===== config.mk =====
export PLATFORM = sky130hd
export DESIGN_NAME = coo_agg_scheduler
export DESIGN_NICKNAME = d
export VERILOG_FILES = /design/src/rtl/coo_agg_pkg.sv /design/src/rtl/coo_hazard_unit.sv /design/src/rtl/coo_agg_scheduler.sv
export SDC_FILE = /design/constraint.sdc
export NUM_CORES = 1
export LEC_CHECK = 0
export BUFFER_PORTS_ARGS = -buffer_cell sky130_fd_sc_hd__clkbuf_2
export CAP_MARGIN = 20
export CORE_MARGIN = 2
export CORE_UTILIZATION = 25
export DETAILED_ROUTE_END_ITERATION = 8
export MAX_ROUTING_LAYER = met4
export PLACE_DENSITY = 0.49
export SKIP_CTS_REPAIR_TIMING = 1
export SLEW_MARGIN = 30
export SYNTH_ARGS = -nofsm -noshare
export SYNTH_HDL_FRONTEND = slang
export SYNTH_HIERARCHICAL = 1
export SYNTH_SLANG_ARGS = --single-unit

===== constraint.sdc =====
create_clock -name clk -period 2.7 [get_ports clk]
set_clock_uncertainty 0.1 [all_clocks]
set_input_delay 0.27 -clock clk [delete_from_list [all_inputs] [get_ports clk]]
set_output_delay 0.27 -clock clk [all_outputs]
set_load 0.005 [all_outputs]

===== src/rtl/coo_agg_pkg.sv =====
// Shared types and default sizes for the COO aggregation scheduler.
// The COO_FWD_EN macro (see coo_hazard_unit) switches hazard handling from stall to forward.
package coo_agg_pkg;

    localparam int NUM_EDGES = 7;
    localparam int NUM_NODES = 6;
    localparam int NODE_W    = 3;

    typedef enum logic [1:0] {
        ST_IDLE = 2'd0,
        ST_RUN  = 2'd1,
        ST_DONE = 2'd2
    } state_e;

    // valid marks an in-range edge that must be aggregated
    typedef struct packed {
        logic              valid;
        logic [NODE_W-1:0] dst;
        logic [NODE_W-1:0] src;
    } stage_t;

endpackage


===== src/rtl/coo_hazard_unit.sv =====
// Accumulator read-after-write detector between the read-add and write stages.
// COO_FWD_EN defined: a hit requests forwarding; otherwise a hit requests a stall.
module coo_hazard_unit
    import coo_agg_pkg::*;
(
    input  stage_t s2,
    input  stage_t s3,
    output logic   stall,
    output logic   fwd
);

    logic hit;

    // same accumulator row being read in S2 while S3 writes it
    always_comb begin
        hit = 1'b0;
        if (s2.valid && s3.valid && (s2.dst == s3.dst)) begin
            hit = 1'b1;
        end else begin
            hit = 1'b0;
        end
`ifdef COO_FWD_EN
        stall = 1'b0;
        fwd   = hit;
`else
        stall = hit;
        fwd   = 1'b0;
`endif
    end

endmodule


===== src/rtl/coo_agg_scheduler.sv =====
// Edge-list walker for neighbour aggregation: fetch / read-add / write pipeline.
// Optional macro COO_FWD_EN replaces the hazard stall with sum-register forwarding.
module coo_agg_scheduler
    import coo_agg_pkg::*;
#(
    parameter int NUM_EDGES = coo_agg_pkg::NUM_EDGES,
    parameter int NUM_NODES = coo_agg_pkg::NUM_NODES,
    parameter int NODE_W    = coo_agg_pkg::NODE_W,
    parameter int ADDR_W    = 3
) (
    input  logic              clk,
    input  logic              rst,
    input  logic              start,
    output logic [ADDR_W-1:0] coo_addr,
    input  logic [NODE_W-1:0] coo_in [0:1],
    output logic [NODE_W-1:0] fm_rd_row,
    output logic [NODE_W-1:0] acc_rd_row,
    output logic              sum_ld,
    output logic              fwd_sel,
    output logic              acc_wr_en,
    output logic [NODE_W-1:0] acc_wr_row,
    output logic              busy,
    output logic              done,
    output logic              err
);

    state_e            state;
    logic [ADDR_W-1:0] k;
    logic              fetch_done;
    stage_t            s2;
    logic              s2_occ;
    stage_t            s3;
    logic              err_r;
    logic              stall;
    logic              fwd;
    logic              in_range;

    coo_hazard_unit u_hazard (
        .s2    (s2),
        .s3    (s3),
        .stall (stall),
        .fwd   (fwd)
    );

    // out-of-range edges travel as occupied-but-invalid slots so timing is unchanged
    always_comb begin
        in_range = (coo_in[0] < NODE_W'(NUM_NODES)) && (coo_in[1] < NODE_W'(NUM_NODES));
    end

    // control FSM, edge pointer and pipeline registers
    always_ff @(posedge clk or posedge rst) begin
        if (rst) begin
            state      <= ST_IDLE;
            k          <= '0;
            fetch_done <= 1'b0;
            s2         <= '0;
            s2_occ     <= 1'b0;
            s3         <= '0;
            err_r      <= 1'b0;
        end else begin
            case (state)
                ST_IDLE: begin
                    s2     <= '0;
                    s2_occ <= 1'b0;
                    s3     <= '0;
                    if (start) begin
                        state      <= ST_RUN;
                        k          <= '0;
                        fetch_done <= 1'b0;
                        err_r      <= 1'b0;
                    end else begin
                        state <= ST_IDLE;
                    end
                end
                ST_RUN: begin
                    if (!stall) begin
                        s3 <= s2;
                        if (!fetch_done) begin
                            s2     <= '{valid: in_range, dst: coo_in[0], src: coo_in[1]};
                            s2_occ <= 1'b1;
                            if (!in_range) begin
                                err_r <= 1'b1;
                            end else begin
                                err_r <= err_r;
                            end
                            // pointer parks on the last edge, no wrap
                            if (k == ADDR_W'(NUM_EDGES - 1)) begin
                                fetch_done <= 1'b1;
                            end else begin
                                k <= k + ADDR_W'(1);
                            end
                        end else begin
                            s2     <= '0;
                            s2_occ <= 1'b0;
                        end
                    end else begin
                        s3 <= '0;
                    end
                    // S3 drains on this edge, so only S2 needs to be empty
                    if (fetch_done && !s2_occ) begin
                        state <= ST_DONE;
                    end else begin
                        state <= ST_RUN;
                    end
                end
                ST_DONE: begin
                    s3    <= '0;
                    state <= ST_IDLE;
                end
                default: begin
                    state <= ST_IDLE;
                end
            endcase
        end
    end

    // address, enable and select decode from the stage registers
    always_comb begin
        coo_addr   = (state == ST_RUN) ? k : '0;
        fm_rd_row  = s2.valid ? s2.src : '0;
        acc_rd_row = s2.valid ? s2.dst : '0;
        sum_ld     = s2.valid && !stall;
        fwd_sel    = fwd;
        acc_wr_en  = s3.valid;
        acc_wr_row = s3.valid ? s3.dst : '0;
        busy       = (state == ST_RUN);
        done       = (state == ST_DONE);
        err        = err_r;
    end

endmodule

# Word-level counts from Yosys, hierarchy flattened
# Index checks and enable logic that the tools add are counted.
# Widths: inputs -> output; s select.
classes:
  add_sub_neg: 1
  n_mul: 0
  div_mod_pow: 0
  magnitude_cmp: 2
  eq_ne: 9
  shifts: 0
  muxes: 30
  n_bitwise: 0
  reduce_logical: 15
ops:
  columns: ["operator", "n"]
  rows:
  - ["$pmux 7 s2", 2]
  - ["$mux 3", 8]
  - ["$mux 7", 3]
  - ["$mux 1", 11]
  - ["$ne 2x2->1 const B", 5]
  - ["$reduce_and 5->1", 2]
  - ["$lt 3x3->1 const B", 2]
  - ["$pmux 1 s2", 3]
  - ["$pmux 3 s2", 1]
  - ["$logic_and 1x1->1", 5]
  - ["$pmux 2 s2", 1]
  - ["$reduce_bool 2->1", 2]
  - ["$add 3x1->3 const B", 1]
  - ["$eq 3x3->1", 1]
  - ["$eq 3x3->1 const B", 1]
  - ["$reduce_and 3->1", 1]
  - ["$eq 2x1->1 const B", 1]
  - ["$eq 2x2->1 const B", 1]
  - ["$logic_not 1->1", 2]
  - ["$logic_not 2->1", 1]
  - ["$mux 2", 1]
  - ["$reduce_and 2->1", 1]
  - ["$reduce_or 2->1", 1]
word_totals:
  ff_bits: 19
  latch_bits: 0
  ramBits: 0
  rom_bits: 0
  inputBits: 9
  out_inout_bits: 18
  wordCells: 67
  n_memories: 0

# Logic depth before layout (Yosys ltp)
logic_depth:
  depth_word: 6
  mapped_depth: 7
  ltp_nobuf: 5

# Modules after synthesis
# Netlist, hierarchy kept.
by_module_without_submodules:
  columns: ["mod", "instances", "cells_each", "area_each_um2", "seq_area_each_um2"]
  rows:
  - ["coo_agg_scheduler", 1, 106, 1112.3, 550.5]
  - ["coo_hazard_unit", 1, 7, 53.8, 0.0]

# Least setup slack after synthesis
# Ideal clock, no wire load.
synth_timing:
  kind: "reg2reg"
  start: "reg s3[3] (netlist name)"
  end: "reg k[0]"
  setup_time_ns: 0.123
  t_arrival_ns: 1.374
  required_time_ns: 2.477
  setup_slack_ns: 1.104
  path_stages_with_launch: 8
  path_buffers: 2
  period_less_slack_ns: 1.596
  path_cell_list: "dfrtp_1 > xor2_1 > nor4_2 > buf_2 > nor4b_4 > buf_6 > a21oi_1 > a21oi_2"
synth_via:
  elab_chain_len: 5
synth_lines:
  columns: ["element", "line", "source"]
  rows:
  - ["$eq 3x3->1", "coo_hazard_unit.sv:17", "if (s2.valid && s3.valid && (s2.dst == s3.dst)) begin"]
  - ["$logic_and 1x1->1", "coo_hazard_unit.sv:17", null]
  - ["$mux 1", "coo_hazard_unit.sv:17", null]
  - ["named net stall", "coo_agg_scheduler.sv:34", "logic stall;"]
  - ["$ne 2x2->1 (no source line)", null, null]
  - ["$reduce_and 5->1 (no source line)", null, null]
  - ["to (signal assigned)", "coo_agg_scheduler.sv:90", "k <= k + ADDR_W'(1);"]
  - ["to (decl)", "coo_agg_scheduler.sv:28", "logic [ADDR_W-1:0] k;"]
# The timed path passes the listed nets, and every way through them passes these cells.
# A chain may end at the register's enable or synchronous reset.

# Final worst setup path
layout_timing:
  start: "reg s3[3] (netlist name)"
  end: "out sum_ld"
layout_via:
  elab_chain_len: 5
layout_lines:
  columns: ["element", "line", "source"]
  rows:
  - ["$eq 3x3->1", "coo_hazard_unit.sv:17", null]
  - ["$logic_and 1x1->1", "coo_hazard_unit.sv:17", null]
  - ["$mux 1", "coo_hazard_unit.sv:17", null]
  - ["named net stall", "coo_agg_scheduler.sv:34", null]
  - ["$logic_not 1->1", "coo_agg_scheduler.sv:122", "sum_ld = s2.valid && !stall;"]
  - ["$logic_and 1x1->1", "coo_agg_scheduler.sv:122", null]
  - ["to (decl)", "coo_agg_scheduler.sv:18", "output logic sum_ld,"]
# The timed path passes the listed nets, and every way through them passes these cells.

==> flow_metrics.py <==
metrics = {
    "layout": {
        "drive_above_1_share_pct": 29.0,
        "fin_nets": 136,
        "synthToLayoutAreaGrowth_pct": 17.8,
        "fillCellCount": 435,
        "final_core_util_pct": 30.6,
        "n_antenna_cell": 0,
    },
    "routing": {
        "totalWireLength_um": 2240,
        "via_count": 798,
        "via_per_inst": 4.59,
        "drc": 0,
        "antenna_left": 0,
        "firstDrtPassIters": 3,
        "wl_per_cell_um": 12.9,
        "drt_iter0_drc": 31,
    },
    "cts": {
        "root_buffer": "clkbuf_8",
        "cts_tree": "done",
        "path_clk_slew_ns": 0.07,
        "cts_buffers": 3,
        "cts.sinks": 19,
        "clock_tree.buffer_depth": 2,
        "clkLatencyLatePin_ns": 0.25,
        "htreeDepth": 1,
    },
    "timing": {
        "period_minus_slack_ns": 2.20,
        "slew_headroom_pct": 49.4,
        "tightest_slew_ns": 0.753,
        "finalSetupViolations": 0,
        "finalHoldViolCount": 0,
        "setup_tns_ns": 0,
        "fin_crit_sh_pct": 81.6,
        "fmax_mhz": 454,
        "hold_ws_ns": 0.00113,
        "rsz0062_at_grt": "false",
        "drv_slew": 0,
    },
    "global_routing": {
        "grt_overflow": 0,
        "top_usage_layer": "met2",
        "grtUsageMet2_pct": 17.4,
        "antenna_found_initial": 0,
        "grt_usage_pct": 11.4,
        "use_met3_pct": 2.76,
        "grt_max_degree": 20,
        "grt_pass1_vias": 823,
        "use_met1_pct": 14.3,
        "grt_pass1_wl_um": 3880,
    },
    "critical_path": {
        "crit_chain": "xor2_1 > nor4_2 > nor2b_1 > clkbuf_2",
        "worstPathArrival_ns": 1.83,
        "worst_ep_required_time_ns": 2.33,
        "crit_path_end_kind": "output port",
        "slowest_stage": "nor4_2",
        "crit_type": "register to output port",
        "crit_fanout": 7,
        "start_kind": "register",
        "cp_slowest_stage_delay_ns": 0.70,
    },
    "yosys": {
        "synth.cell_area_um2": 1040,
        "syn-mean-instance-area_um2": 10.2,
        "synth_cells": 102,
        "yosysWarnings": 6,
        "syn_nets": 113,
    },
    "die": {
        "die_h_um": 68.5,
        "start_util_pct": 26.0,
        "die_area_um2": 4690,
        "die_w_um": 68.5,
        "core_um2": 4000,
        "row_count": 23,
        "io_pins": 27,
    },
    "flow_run": {
        "cap_violations": 0,
    },
    "worst_hold_path": {
        "worst_hold_path_type": "input pin to asynchronous set/reset pin",
    },
    "run_status": {
        "outcome": "complete, no violations",
    },
    "placement": {
        "gp_congestion": 0.843,
        "port_buffers": 25,
        "place_hpwl_um": 1680,
    },
    "pwr": {
        "vdd.ir_drop.worst_mv": 0.411,
        "power.density_nw_per_um2": 1120,
        "leakage_nw": 0.607,
        "finalPower_mw": 1.37,
    },
}
-- through the flow --
step	setup slack, ns	instance area [um^2]	instances
after floorplan	1.12	1040	102
after CTS	0.473	1220	174
after detailed placement	0.583	1180	170
after global placement	0.738	1180	170
after global routing	0.381	1220	174
final	0.496	1220	174
-- area by class of cell --
type | instances | area, um^2 | share of cell area, %
clock buffer | 3 | 41.3 | 3.37
clock inverter | 1 | 5.00 | 0.409
inverter | 4 | 15.0 | 1.23
multi-input combinational | 72 | 500 | 40.9
sequential | 19 | 475 | 38.8
tap | 50 | 62.6 | 5.11
timing repair buffer | 25 | 125 | 10.2
-- flip-flops by register name, summed over array words and instances, names as in the netlist --
| signal | count |
|---|---|
| state | 2 |
| k | 3 |
| s2 | 7 |
| acc_wr_en | 1 |
| err | 1 |
| s2_occ | 1 |
| fetch_done | 1 |
| s3 | 3 |
-- report_power, final --
part / internal [mW] / leakage [nW] / switching (mW)
Combinational: 0.304 / 0.347 / 0.307
Sequential: 0.411 / 0.235 / 0.158
Clock: 0.102 / 0.0255 / 0.0912
-- per-layer routing --
metal / up-vias / routed length [um]
li1: 395 / -
met1: 381 / 1050
met3: 4 / 85
met4: 0 / 25
met5: - / 0
met2: 18 / 1080
-- final timing paths --
kind / slack [ns] / startpoint / to / cells after the start
max: 0.50 / s3[3]$_DFFE_PP0P_ / sum_ld / 4
min: 0.001 / rst / k[0]$_DFFE_PP0P_ / 2
max reg2reg: 0.60 / s3[3]$_DFFE_PP0P_ / k[2]$_DFFE_PP0P_ / 5
min reg2reg: 0.39 / s2_occ$_DFFE_PP0P_ / s2_occ$_DFFE_PP0P_ / 2
max in group asynchronous: 2.05 / rst / acc_wr_en$_DFFE_PP0P_ / 2
min in group clk: 0.14 / coo_in[0] / s2[0]$_DFFE_PP0P_ / 2
-- critical path, delay by kind of cell (launching register included) --
family / cells / cell delay (ns)
buffers and inverters: 1 / 0.15
flip-flops: 1 / 0.41
XOR/XNOR: 1 / 0.18
AND/OR/NAND/NOR: 2 / 0.85
-- cell usage in the layout (no fill, tap or decap), types with 2 or more instances in the layout --
master	n
a21oi_1	4
a31oi_1	3
dfrtp_1	19
o21ai_0	2
inv_1	4
a22o_1	7
nand2_1	7
ha_1	2
clkbuf_2	25
nor2_1	5
and2_1	12
a21oi_2	3
clkbuf_8	3
a21o_1	2
nor2b_1	7
nor3b_1	2
xor2_1	3
(Power assumes the default switching activity.)
